$ cat config.mk
export PLATFORM = sky130hd
export DESIGN_NAME = imem_loader
export DESIGN_NICKNAME = d
export VERILOG_FILES = /design/src/rtl/loader_pkg.sv /design/src/rtl/byte_packer.sv /design/src/rtl/imem_loader.sv
export SDC_FILE = /design/constraint.sdc
export NUM_CORES = 1
export LEC_CHECK = 0
export BUFFER_PORTS_ARGS = -buffer_cell sky130_fd_sc_hd__buf_4
export CAP_MARGIN = 10
export CORE_ASPECT_RATIO = 1.4
export CORE_UTILIZATION = 36
export CTS_BUF_LIST = sky130_fd_sc_hd__clkbuf_4 sky130_fd_sc_hd__clkbuf_8 sky130_fd_sc_hd__clkbuf_16
export DETAILED_ROUTE_END_ITERATION = 10
export GPL_TIMING_DRIVEN = 1
export PLACE_DENSITY = 0.5
export SYNTH_ARGS = -nofsm -noshare
export SYNTH_HDL_FRONTEND = slang
export SYNTH_SLANG_ARGS = --single-unit
$ cat constraint.sdc
create_clock -name clk -period 2.45 [get_ports clk]
set_clock_uncertainty 0.05 [all_clocks]
set_input_delay 0.3675 -clock clk [delete_from_list [all_inputs] [get_ports clk]]
set_output_delay 0.3675 -clock clk [all_outputs]
set_load 0.05 [all_outputs]
$ cat src/rtl/loader_pkg.sv
// Shared definitions for the instruction-memory boot loader.
//   loader_state_t  : load FSM states
//   HDR_BYTES       : bytes in the little-endian word-count header
//   BYTES_PER_WORD  : stream bytes packed into one instruction word
//   is_loading()    : true while a load is in flight (HDR_LO..CHECK)
package loader_pkg;

  typedef enum logic [2:0] {
    IDLE,
    HDR_LO,
    HDR_HI,
    DATA,
    CHECK,
    DONE,
    ERR
  } loader_state_t;

  localparam int HDR_BYTES      = 2;
  localparam int BYTES_PER_WORD = 4;

  function automatic logic is_loading(input loader_state_t s);
    return (s == HDR_LO) || (s == HDR_HI) || (s == DATA) || (s == CHECK);
  endfunction

endpackage

$ cat src/rtl/byte_packer.sv
// Packs a little-endian byte stream into 32-bit words.
//   clk, rst    : system clock, synchronous active-high reset
//   clear       : restart at lane 0 (new load)
//   load        : byte_in is a payload byte to pack this cycle
//   byte_in     : payload byte
//   last_lane   : the next loaded byte completes a word
//   word        : most recently completed word (held until the next one)
//   word_valid  : 1-cycle pulse, the cycle after the completing byte
// The completed word is copied out of the assembly buffer, so a byte arriving
// while word_valid is high starts the next word without disturbing 'word'.
module byte_packer
  import loader_pkg::*;
(
  input  logic        clk,
  input  logic        rst,
  input  logic        clear,
  input  logic        load,
  input  logic [7:0]  byte_in,
  output logic        last_lane,
  output logic [31:0] word,
  output logic        word_valid
);

  localparam int LANE_W = $clog2(BYTES_PER_WORD);
  localparam logic [LANE_W-1:0] LAST = LANE_W'(BYTES_PER_WORD - 1);

  logic [LANE_W-1:0] lane;
  logic [31:0]       buffer;

  assign last_lane = (lane == LAST);

  // NOTE: state updates use non-blocking assignments so every register samples
  // pre-edge values regardless of statement order.
  always_ff @(posedge clk) begin
    if (rst) begin
      lane       <= '0;
      buffer     <= '0;
      word       <= '0;
      word_valid <= 1'b0;
    end else begin
      word_valid <= 1'b0;
      if (clear) begin
        lane   <= '0;
        buffer <= '0;
      end else if (load) begin
        if (last_lane) begin
          word       <= {byte_in, buffer[23:0]};
          word_valid <= 1'b1;
          lane       <= '0;
        end else begin
          buffer[8*lane +: 8] <= byte_in;
          lane                <= lane + 1'b1;
        end
      end
    end
  end

endmodule

$ cat src/rtl/imem_loader.sv
// Boot-time instruction-memory loader. Stream format:
//   count_lo, count_hi, N*4 payload bytes (little-endian words), xor checksum.
// Ports:
//   clk, rst            : system clock, synchronous active-high reset
//   start               : begin a load (honoured in IDLE, DONE, ERR)
//   byte_in/byte_valid  : input stream; byte_ready accepts it
//   wr_en/wr_addr/wr_data : instruction-memory write port
//   core_hold           : keep the core in reset (loading or failed)
//   done / error        : sticky load outcome
//   word_count          : header count of the current/last load
module imem_loader
  import loader_pkg::*;
#(
  parameter int NUM_INSTR      = 1024,
  parameter int ADDR_W         = $clog2(NUM_INSTR),
  parameter int TIMEOUT_CYCLES = 65536
) (
  input  logic              clk,
  input  logic              rst,
  input  logic              start,
  input  logic [7:0]        byte_in,
  input  logic              byte_valid,
  output logic              byte_ready,
  output logic              wr_en,
  output logic [ADDR_W-1:0] wr_addr,
  output logic [31:0]       wr_data,
  output logic              core_hold,
  output logic              done,
  output logic              error,
  output logic [15:0]       word_count
);

  loader_state_t state, next_state;

  logic                   accept;
  logic                   start_load;
  logic                   last_lane;
  logic                   timed_out;
  logic [8*HDR_BYTES-1:0] hdr_n;
  logic [15:0]            word_idx;
  logic [7:0]             checksum;
  logic [31:0]            tmo_cnt;

  assign byte_ready = is_loading(state);
  assign core_hold  = is_loading(state) || (state == ERR);
  assign done       = (state == DONE);
  assign error      = (state == ERR);

  assign accept     = byte_valid && byte_ready;
  assign start_load = start && ((state == IDLE) || (state == DONE) || (state == ERR));
  // Full count as it stands once the high header byte is accepted.
  assign hdr_n      = {byte_in, word_count[7:0]};
  assign timed_out  = (TIMEOUT_CYCLES != 0) && is_loading(state) &&
                      (tmo_cnt >= 32'(TIMEOUT_CYCLES));

  byte_packer u_packer (
    .clk        (clk),
    .rst        (rst),
    .clear      (start_load),
    .load       (accept && (state == DATA)),
    .byte_in    (byte_in),
    .last_lane  (last_lane),
    .word       (wr_data),
    .word_valid (wr_en)
  );

  // NOTE: next_state gets its default before the case so no path leaves it
  // unassigned, which would otherwise infer a latch.
  always_comb begin
    next_state = state;
    case (state)
      IDLE, DONE, ERR: if (start_load) next_state = HDR_LO;
      HDR_LO:          if (accept) next_state = HDR_HI;
      HDR_HI: begin
        if (accept) begin
          if (int'(hdr_n) > NUM_INSTR) next_state = ERR;
          else if (hdr_n == '0)        next_state = CHECK;
          else                         next_state = DATA;
        end
      end
      DATA: begin
        // The write of the last word lands in the first CHECK cycle.
        if (accept && last_lane && (word_idx == word_count - 16'd1))
          next_state = CHECK;
      end
      CHECK:   if (accept) next_state = (byte_in == checksum) ? DONE : ERR;
      default: next_state = IDLE;
    endcase
    if (timed_out) next_state = ERR;
  end

  always_ff @(posedge clk) begin
    if (rst) begin
      state      <= IDLE;
      wr_addr    <= '0;
      word_count <= '0;
      word_idx   <= '0;
      checksum   <= '0;
      tmo_cnt    <= '0;
    end else begin
      state <= next_state;
      if (start_load) begin
        wr_addr  <= '0;
        word_idx <= '0;
        checksum <= '0;
        tmo_cnt  <= '0;
      end else begin
        // Hold at the top address instead of wrapping after the final write.
        if (wr_en && (wr_addr != ADDR_W'(NUM_INSTR - 1)))
          wr_addr <= wr_addr + 1'b1;

        if (accept) begin
          case (state)
            HDR_LO: word_count[7:0]  <= byte_in;
            HDR_HI: word_count[15:8] <= byte_in;
            DATA: begin
              checksum <= checksum ^ byte_in;
              if (last_lane) word_idx <= word_idx + 16'd1;
            end
            default: ;
          endcase
        end

        if (!is_loading(state) || accept) tmo_cnt <= '0;
        else if (tmo_cnt != '1)           tmo_cnt <= tmo_cnt + 32'd1;
      end
    end
  end

endmodule

; ---- Word level (Yosys, flattened, before mapping)
; Index checks and enable logic that the tools add are counted.
[totals]
inputBits = 12
regBits = 152
output_inout_bits = 63
[classes]
n_addsub = 6
mux = 13
n_eq_ne = 21
n_shift = 2
bitwise = 4
n_lt_le_gt_ge = 2
reduce_logical = 30
[op_table]
columns = cell, count
row1 = $neg A5 Y34, 1
row2 = $shift A8 B34 Y32 const A, 1
row3 = $shiftx A8 B34 Y32, 1
row4 = $add A32 B1 Y32 const B, 1
row5 = $bwmux W32, 1
row6 = $ge A32 B17 Y1 const B, 1
row7 = $ne A32 B32 Y1 const B, 1
row8 = $mux W3, 8
row9 = $add A16 B1 Y16 const B, 1
row10 = $eq A16 B16 Y1, 1
row11 = $gt A16 B11 Y1 const B, 1
row12 = $logic_not A16 Y1, 1
row13 = $sub A16 B1 Y16 const B, 1
row14 = $pmux W3 S5, 1
row15 = $ne A3 B3 Y1 const B, 4
row16 = $reduce_and A3 Y1, 4
row17 = $add A10 B1 Y10 const B, 1
row18 = $ne A10 B10 Y1 const B, 1
row19 = $reduce_and A5 Y1, 2
row20 = $eq A3 B3 Y1 const B, 3
row21 = $reduce_or A3 Y1, 3
row22 = $eq A8 B8 Y1, 1
row23 = $ne A2 B2 Y1 const B, 4
row24 = $xor A8 B8 Y8, 1
row25 = 15 further kinds, 33

; ---- Depth between registers and ports, before layout
; Gate-level depths: netlist of run 1.
[logic_depth]
depth_word = 10
ltp_mapped = 10
ltp_nobuf = 9

; ---- Hierarchy
; Synthesis of run 1 repeated with hierarchy kept, for this count alone.
[unflattened]
hier_cells = 790
hier_area_um2 = 6730.2
[modules_own_cells]
columns = module, seq_area_each_um2, instances, cells_each, area_each_um2
row1 = imem_loader, 1701.6, 1, 552, 4598.2
row2 = byte_packer, 1181.1, 1, 238, 2132.0

; ---- Worst setup path after synthesis of run 1
; OpenSTA, ideal clock, no wires.
[synth_path]
path_type = register to register
startpoint = register word_count[0]
endpoint = register state[2]
synth_period_minus_slack_ns = 2.422
t_required_ns = 2.275
stages_incl_launch_ff = 10
t_arrival_ns = 2.247
setup_slack_ns = 0.028
path_cell_list = dfxtp_1 > inv_1 > ha_1 > clkbuf_1 > xnor2_1 > a32oi_1 > o32ai_1 > o211ai_2 > nor4_2 > o41a_1
[synth_via]
elab_chain_len = 6
word_cells_on_any_way = 12
[synth_rtl]
columns = element, line
row1 = start: declaration, imem_loader.sv:30  ; output logic [15:0] word_count
row2 = start signal: assignment, imem_loader.sv:114  ; HDR_LO: word_count[7:0] <= byte_in;
row3 = branches (longest 6 deep; another with $sub A16 B1 Y16), n/a
row4 = end signal: assignment, imem_loader.sv:101  ; state <= next_state;
row5 = end: declaration, imem_loader.sv:33  ; loader_state_t state, next_state;
; Parallel ways; which one is timed is not known. The select of a mux whose other input is x is not followed.
; A chain may end at the register's enable or synchronous reset.

; ---- Worst setup path in the final report of run 1
[layout_path]
startpoint = register word_count[1]
endpoint = register state[0]
[layout_via]
elab_chain_len = 5
word_cells_on_any_way = 11
[layout_rtl]
columns = element, line
row1 = $sub A16 B1 Y16 / $logic_not A16 Y1 (equally long branches), "imem_loader.sv:83, imem_loader.sv:77"
row2 = $eq A16 B16 Y1 / $mux W3 (equally long branches), "imem_loader.sv:83, imem_loader.sv:77"
row3 = $logic_and A1 B1 Y1 / $mux W3 (equally long branches), "imem_loader.sv:83, imem_loader.sv:76"
row4 = $ne A2 B1 Y1 (no line) / $mux W3 (equally long branches), n/a
row5 = $reduce_and A5 Y1 (no line) / $pmux W3 S5 (equally long branches), n/a
; Several ways; a longest one is shown, not always the timed one. The select of a mux whose other input is x is not followed.

==> metrics, run 1 <==
Final HPWL DP 12.0 mm; Critical Path Max Stage Delay approximately 420 ps; I/O Pins 75; drt drc 0; top layer reached by signal wires met4; synthesized instance count 830; Synthesis Warnings 0; Clock Pin Slew Worst Setup and Hold Paths 60 ps; Cell Pwr Density 805 mW/mm2; Die X 117 um; Critical Path Fanout Max 6; status complete, no violations; final worst path period need 2200 ps; Reg power frac 37.9%; max cap viols 0; Hold Path Class in -> reg; hold_buf cts 0; Psw 0.00205 W; CTS tree built; sequence of cells on the critical path inv_1, ha_2, xor2_1, nand3_1, a2111oi_0, nand4_1, nor4_4, o22ai_1; first-pass GRT wire length 27.3 mm; combinational power share 22.5%; Seq/Total Area, Yosys 43.0%; total power 0.00657 W; routed wire length on met2 8.72 mm; critical path capture point type register; Req. time, crit path 2690 ps; Cell variety after synth 55; CP Launch Type register; Worst Tran Pin Value around 660 ps; GP Congestion slightly below 0.8; GRT Overall Usage 18.5%; Crit Path Class reg -> reg; mapped cell area between 0.006 and 0.007 mm2; P_leak 2.94 nW; setup TNS 0 ps; Switching Fraction between 30% and 40%; routed length per placed instance 14.8 um; die height 163 um; crit path DAT 2450 ps; DRT iter0 DRCs roughly 330; core area 0.0181 mm2; routed vias approximately 5800; Root Driver clkbuf_16; most frequent cells in the layout nand2_1, dfxtp_1, buf_4, nor2_1, a21oi_1; Final Max Tran Viols 0; clk sink count 144; fraction of layout cells with a size suffix above 1 15.9%; PortBufs 74; clk buf depth 2; initial core utilization roughly 37%; Power Internal roughly 0.0045 W; H-Tree Depth 4; Tcrit/Tclk final 90.0%; number of global-route vias before repair between 5000 and 6000; clock buffer count from CTS 17; Post-synth EDFFs 0; Final Hold Fails 0; total global routing overflow 0; Synth async-reset ratio 0%; Mapped Nets 852; Die Area 0.0192 mm2; RSZ-0062 raised after global routing no; clock power share 39.5%; via/cell ratio 5.06; Top FF cell, synth dfxtp_1; Yosys reg bits 144; most common cell after layout, fill and taps aside nand2_1; final setup fails 0; met3 wire length 558 um; Skew-Pair Late Insertion Delay 420 ps; largest net degree at the start of global routing 62; Synth Area per Inst 8.07 um2; row count 58; WL met1 around 7.5 mm; synth-to-layout area growth 21.9%; maximum vdd drop slightly above 0.5 mV; Detail Route Antenna Nets 0; relative slew slack between 50% and 60%; # diodes 0; Pre-antenna DRT Iters 5; initial antenna violation count 0; final wirelength around 17 mm; CP max stage cell dfxtp_1; fmax 454 MHz; nets 921
-- worst paths after layout --
check        slack [ps]          startpoint  cells past startpoint                  to
max                 250       word_count[1]                      8            state[0]
min                 230          byte_in[7]                      3   u_packer.word[31]
max reg2reg         250       word_count[1]                      8            state[0]
min reg2reg         400  u_packer.buffer[1]                      2  u_packer.buffer[1]
-- final cells by class --
type | count | area, um2
Clock buffer | 20 | 467
Clock inverter | 12 | 133
Fill cell | 1817 | 9910
Inverter | 11 | 41.3
Multi-Input combinational cell | 624 | 3580
Sequential cell | 144 | 2880
Tap cell | 240 | 300
Timing Repair Buffer | 101 | 758
-- metrics by stage --
stage | util, % | hold slack [ps] | cell area (um2) | instances | worst slack [ps]
2_1_floorplan | - | 382 | 6700 | 830 | 27.8
3_5_place_dp | 41.8 | 394 | 7550 | 1120 | 85.7
5_1_grt | 45.2 | 224 | 8160 | 1152 | 51.6
3_3_place_gp | 41.8 | 391 | 7550 | 1120 | 190
6_report | 45.2 | 233 | 8160 | 1152 | 245
4_1_cts | 45.1 | 219 | 8150 | 1152 | 86.0
-- routing by layer --
metal	up-vias	track usage, %
met4	0	6.21
met5	-	0
met1	2764	21.9
met2	82	32.4
li1	2964	-
met3	17	4.23
-- sequential cells by signal (all words and copies together) (netlist names) --
name	count
tmo_cnt	32
checksum	8
state	3
u_packer.word_valid	1
u_packer.word	32
u_packer.lane	2
word_count	16
wr_addr	10
u_packer.buffer	24
word_idx	16
-- power by group through the flow --
stage / Sequential [W] / Combinational (W) / Clock [W]
floorplan: 0.00263 / 0.000996 / 0
global placement: 0.00254 / 0.00145 / 0
detailed placement: 0.00254 / 0.00147 / 0
CTS: 0.00249 / 0.00147 / 0.00267
global route: 0.00250 / 0.00160 / 0.00277
finish: 0.00249 / 0.00148 / 0.00260
-- synthesized netlist by cell type, types with 3 or more instances --
library cell	n	area, um2
and3_1	11	68.8
a21oi_1	87	435
o22ai_1	3	18.8
dfxtp_1	144	2880
buf_1	5	18.8
and2_1	6	37.5
nor4_1	6	37.5
or3_1	13	81.3
and4_1	4	35.0
o21ai_0	17	85.1
xor2_1	49	429
clkbuf_1	39	146
ha_1	10	125
xnor2_1	36	315
nor2b_1	5	31.3
nand3b_1	4	30.0
buf_2	6	30.0
inv_1	11	41.3
nand4_1	24	150
o21a_1	4	30.0
nand3_1	43	215
nand2b_1	4	25.0
nor3b_1	4	30.0
nand2_1	145	544
nor3_1	10	50.1
mux2i_1	12	120
nor2_1	92	345
-- cell families (layout without fill, tap and decap cells) --
group                    Yosys count  count (layout)  share of synthesized area, %
AND/OR/NAND/NOR                  382             382                          26.9
AO/OA/AOI/OAI                    134             134                          11.4
multiplexers                      13              13                          1.96
buffers and inverters             62             144                          3.70
flip-flops                       144             144                          43.0
XOR/XNOR                          85              85                          11.1
adder cells (fa/ha/maj)           10              10                          1.87
-- critical path, delay by kind of cell, from the launching register on --
family | cells | cell delay, ps
buffers and inverters | 1 | 70
adders and majority gates | 1 | 320
DFF | 1 | 420
xor gates and xnor gates | 1 | 130
and+or+nand+nor | 3 | 590
AOI/OAI and AO/OA | 2 | 500
-- what timing repair did --
item                       CTS  global route
setup endpoints to repair    0             4
resized for setup            0             3
buffers inserted             0             0
(Power assumes the default switching activity.)
==> run 2: changes to the inputs <==
- SETUP_SLACK_MARGIN: not set -> 0.4
- clock period: 2.45 -> 2.8 ns (I/O delays scaled with it)
==> metrics, run 2 (same netlist as run 1, synthesis figures left out) <==
status complete, no violations (unchanged); routed vias 5801 (was 5827); largest net degree at the start of global routing 62 (unchanged); Tcrit/Tclk final 79.9% (was 90.0%); Worst Tran Pin Value 663 ps (was 665 ps); I/O Pins 75 (unchanged); CTS tree built (unchanged); clock buffer count from CTS 17 (unchanged); Power Internal 0.00388 W (was 0.00453 W); Root Driver clkbuf_16 (unchanged); Detail Route Antenna Nets 0 (unchanged); Hold Path Class in -> reg (unchanged); most common cell after layout, fill and taps aside nand2_1 (unchanged); Req. time, crit path 3040 ps (was 2690 ps); Skew-Pair Late Insertion Delay 420 ps (about the same); fraction of layout cells with a size suffix above 1 15.3% (was 15.9%); final design utilization 44.7% (was 45.2%); hold depth 3 (unchanged); final wirelength 17.0 mm (about the same); drt drc 0 (unchanged); Reg power frac 39.6% (was 37.9%); critical path capture point type register (unchanged); RSZ-0062 raised after global routing yes (was no); Final Hold Fails 0 (unchanged); DRT iter0 DRCs 299 (was 327); Die X 117 um (unchanged); GRT Overall Usage 18.9% (was 18.5%); row count 58 (unchanged); Pre-antenna DRT Iters 4 (was 5); core area 0.0181 mm2 (unchanged); number of global-route vias before repair 5702 (was 5524); Cell Pwr Density 696 mW/mm2 (was 805 mW/mm2); Reg2Reg Depth 7 (was 8); placed cells 1107 (was 1120); clock power share 38.3% (was 39.5%); combinational power share 22.1% (was 22.5%); Die Area 0.0192 mm2 (unchanged); H-Tree Depth 4 (unchanged); die height 163 um (unchanged); hold_buf cts 0 (unchanged); Crit Path Class reg -> reg (unchanged); final setup fails 0 (unchanged); Final Max Tran Viols 0 (unchanged); Psw 0.00175 W (was 0.00205 W); via/cell ratio 5.08 (was 5.06); P_leak 2.90 nW (was 2.94 nW); Finished Layout Cells 1141 (was 1152); FILL cells 1827 (was 1817); # diodes 0 (unchanged); Clock Pin Slew Worst Setup and Hold Paths 60 ps (about the same); crit path DAT 2470 ps (was 2450 ps); total global routing overflow 0 (unchanged); synth-to-layout area growth 20.6% (was 21.9%); CP Launch Type register (unchanged); clk sink count 144 (unchanged); GP Congestion 0.771 (was 0.775); most frequent cells in the layout nand2_1, dfxtp_1, nor2_1, buf_4, a21oi_1 (was nand2_1, dfxtp_1, buf_4, nor2_1, a21oi_1); initial core utilization 37.1% (unchanged); final worst path period need 2240 ps (was 2200 ps); setup TNS 0 ps (unchanged); relative slew slack 55.8% (was 55.7%); max cap viols 0 (unchanged); maximum vdd drop 0.370 mV (was 0.519 mV); initial antenna violation count 0 (unchanged); Regs by FF count tmo_cnt (32), u_packer.word (32), u_packer.buffer (24) (unchanged); routed length per placed instance 14.9 um (was 14.8 um); clk buf depth 2 (unchanged); first-pass GRT wire length 27.8 mm (was 27.3 mm); Switching Fraction 31.1% (about the same); Final HPWL DP 11.8 mm (was 12.0 mm); PortBufs 74 (unchanged); Critical Path Fanout Max 5 (was 6); fmax 447 MHz (was 454 MHz); nets 910 (was 921)
## run 2: what timing repair did
item / CTS / global route
setup endpoints to repair: 3 / 12
pin swaps: 0 / 1
resized for setup: 1 / 6
setup buffers: 0 / 2
## run 2: path summary, 6_finish.rpt
path                startpoint                 to  slack, ps
max              word_count[5]           state[2]        560
min                 byte_in[2]  u_packer.word[26]        290
max reg2reg      word_count[5]           state[2]        560
min reg2reg  u_packer.word[30]  u_packer.word[30]        400
## run 2: per-stage QoR
step | hold WS [ps] | instance area [um2] | worst slack (ps) | power [W]
2_1_floorplan | 382 | 6700 | 429 | 0.00317
3_3_place_gp | 392 | 7470 | 541 | 0.00345
3_5_place_dp | 395 | 7470 | 386 | 0.00347
4_1_cts | 271 | 8040 | 405 | 0.00565
5_1_grt | 286 | 8080 | 393 | 0.00590
6_report | 291 | 8080 | 563 | 0.00562
## run 2: final cells by class
cell class | instances | area, um2 | area share, %
timing repair buffer | 90 | 688 | 8.52
clock inverter | 9 | 85.1 | 1.05
multi-input combinational | 624 | 3590 | 44.5
tap | 240 | 300 | 3.72
clock buffer | 23 | 483 | 5.98
sequential | 144 | 2890 | 35.7
inverter | 11 | 41.3 | 0.511
## run 2: power groups by stage
| stage | Combinational, W | Clock [W] | Sequential, W |
|---|---|---|---|
| after floorplan | 0.000872 | 0 | 0.00230 |
| after global placement | 0.00118 | 0 | 0.00226 |
| after detailed placement | 0.00120 | 0 | 0.00227 |
| after CTS | 0.00121 | 0.00222 | 0.00223 |
| after global routing | 0.00135 | 0.00231 | 0.00224 |
| final | 0.00124 | 0.00215 | 0.00223 |
## run 2: metal layers
layer,global-route usage [%],wire length [um],up-vias
li1,-,-,2934
met1,21.7,7330,2725
met2,33.2,8700,117
met3,4.19,686,25
met4,7.71,307,0
met5,0,0,-
## run 2: critical path, cell delays in order, from the launching register on
cell,delay (ps)
dfxtp_1,400
nor4_4,420
nand4_2,170
nor3_2,150
mux2_1,350
o211ai_2,100
nor4_4,90
o41a_1,380
==> run 3: changes to the inputs <==
- clock period: 2.8 -> 2.2 ns (I/O delays scaled with it)
==> metrics, run 3 (same netlist as run 1, synthesis figures left out) <==
status complete, no violations (unchanged); reg2reg end state[0] (was state[2]); Tcrit/Tclk final 92.5% (was 79.9%); I/O Pins 75 (unchanged); Reg power frac 35.4% (was 39.6%); Die Area 0.0192 mm2 (unchanged); Min-Delay Startpoint byte_in[5] (was byte_in[2]); worst path bufs/invs 1 (was 0); most frequent cells in the layout nand2_1, buf_4, dfxtp_1, a21oi_1, nor2_1 (was nand2_1, dfxtp_1, nor2_1, buf_4, a21oi_1); Reg2Reg Depth 9 (was 7); final setup fails 0 (unchanged); GRT Overall Usage 19.5% (was 18.9%); placed cells 1129 (was 1107); clk sink count 144 (unchanged); PortBufs 74 (unchanged); clock buffer count from CTS 17 (unchanged); setup TNS 0 ps (unchanged); routed length per placed instance 15.6 um (was 14.9 um); H-Tree Depth 4 (unchanged); Final HPWL DP 12.3 mm (was 11.8 mm); Detail Route Antenna Nets 0 (unchanged); total global routing overflow 0 (unchanged); RSZ-0062 raised after global routing yes (unchanged); Die X 117 um (unchanged); largest net degree at the start of global routing 62 (unchanged); Cell Pwr Density 844 mW/mm2 (was 696 mW/mm2); P_leak 3.38 nW (was 2.90 nW); Critical Path Fanout Max 7 (was 5); max cap viols 0 (unchanged); Req. time, crit path 2440 ps (was 3040 ps); final wirelength 18.8 mm (was 17.0 mm); CTS tree built (unchanged); initial antenna violation count 0 (unchanged); first-pass GRT wire length 28.6 mm (was 27.8 mm); Critical Path Max Stage Delay 340 ps (was 420 ps); GP Congestion 0.814 (was 0.771); Hold Path Class in -> reg (unchanged); FF-to-FF Start word_count[1] (was word_count[5]); Pre-antenna DRT Iters 5 (was 4); via/cell ratio 5.03 (was 5.08); hold_buf cts 0 (unchanged); clock power share 36.3% (was 38.3%); routed vias 6062 (was 5801); Switching Fraction 31.6% (was 31.1%); Crit Path Class reg -> reg (unchanged); sequence of cells on the critical path inv_1, ha_4, nand2_1, mux2i_1, a211oi_1, nor4_2, nand4_1, nor4_4, o22ai_1 (was nor4_4, nand4_2, nor3_2, mux2_1, o211ai_2, nor4_4, o41a_1); Final Hold Fails 0 (unchanged); met3 wire length 625 um (was 686 um); row count 58 (unchanged); Root Driver clkbuf_16 (unchanged); Clock Pin Slew Worst Setup and Hold Paths 60 ps (about the same); final worst path period need 2030 ps (was 2240 ps); critical path capture point type register (unchanged); Final WS setup 166 ps (was 563 ps); relative slew slack 67.4% (was 55.8%); Psw 0.00248 W (was 0.00175 W); fraction of layout cells with a size suffix above 1 32.5% (was 15.3%); Finished Layout Cells 1206 (was 1141); Final Max Tran Viols 0 (unchanged); crit path DAT 2280 ps (was 2470 ps); Worst Tran Pin Value 489 ps (was 663 ps); number of global-route vias before repair 5752 (was 5702); DRT iter0 DRCs 273 (was 299); Regs by FF count tmo_cnt (32), u_packer.word (32), u_packer.buffer (24) (unchanged); CP max stage cell dfxtp_4 (was nor4_4); CP Launch Type register (unchanged); combinational power share 28.3% (was 22.1%); initial core utilization 37.1% (unchanged); nets 975 (was 910); routed wire length on met2 10.1 mm (was 8.70 mm); fmax 492 MHz (was 447 MHz); # diodes 0 (unchanged); maximum vdd drop 0.537 mV (was 0.370 mV); R2R Setup Slk 170 ps (was 560 ps); die height 163 um (unchanged); synth-to-layout area growth 38.8% (was 20.6%); Power Internal 0.00537 W (was 0.00388 W); hold endpoint word_count[13] (was u_packer.word[26]); core area 0.0181 mm2 (unchanged); WL met1 7.82 mm (was 7.33 mm); worst slack at placement 27.0 ps (was 386 ps); FILL cells 1694 (was 1827); Skew-Pair Late Insertion Delay 420 ps (about the same); drt drc 0 (unchanged); clk buf depth 2 (unchanged); hold depth 3 (unchanged); most common cell after layout, fill and taps aside nand2_1 (unchanged); CP top delay family simple AND/OR/NAND/NOR gates (unchanged); top layer reached by signal wires met4 (unchanged)
==> run 3: area by class of cell <==
class	count	area, um2	area share (%)
clock inverters	13	136	1.47
multi-input cells	625	4120	44.3
flip-flops and latches	144	2950	31.8
repair buffers	154	1300	13.9
well taps	240	300	3.23
inverters	11	41.3	0.444
clock buffers	19	447	4.81
==> run 3: how the worst max path moves through the flow <==
stage                              from       end  slack (ps)  cells past startpoint
after floorplan           word_count[2]  state[2]          20                      8
after global placement    word_count[0]  state[0]         120                      9
after detailed placement  word_count[0]  state[0]          30                      9
after CTS                 word_count[5]  state[0]         210                      8
after global routing      word_count[0]  state[0]          80                      9
final                     word_count[1]  state[0]         170                      9
==> run 3: power groups by stage <==
| stage | clock network [W] | logic (W) | registers (W) |
|---|---|---|---|
| after CTS | 0.00292 | 0.00198 | 0.00277 |
| after detailed placement | 0 | 0.00174 | 0.00284 |
| final | 0.00285 | 0.00222 | 0.00278 |
| after floorplan | 0 | 0.00115 | 0.00293 |
| after global routing | 0.00305 | 0.00239 | 0.00279 |
| after global placement | 0 | 0.00173 | 0.00283 |
==> run 3: worst min-delay path: cells and delay by family <==
kind	cells	cell delay, ps
AOI/OAI and AO/OA	1	50
and+or+nand+nor	1	70
buffers and inverters	1	170
==> run 3: metrics by stage <==
step	area, um2	hold WS [ps]	power, W	util (%)
4_1_cts	8640	185	0.00767	47.8
6_report	9300	192	0.00785	51.4
5_1_grt	9300	191	0.00823	51.4
3_5_place_dp	7720	396	0.00458	42.7
2_1_floorplan	6810	382	0.00408	-
3_3_place_gp	7720	392	0.00456	42.7
==> run 3: routing by layer <==
metal | vias to the layer above | track usage (%)
li1 | 3054 | -
met1 | 2871 | 22.4
met2 | 112 | 35.2
met3 | 25 | 4.49
met4 | 0 | 5.93
met5 | - | 0
==> run 3: what timing repair did <==
item                       CTS  global route
pin swaps                   20            56
resized for setup           55           105
buffers inserted            20            19
cloned                       0             6
setup endpoints to repair  100            99
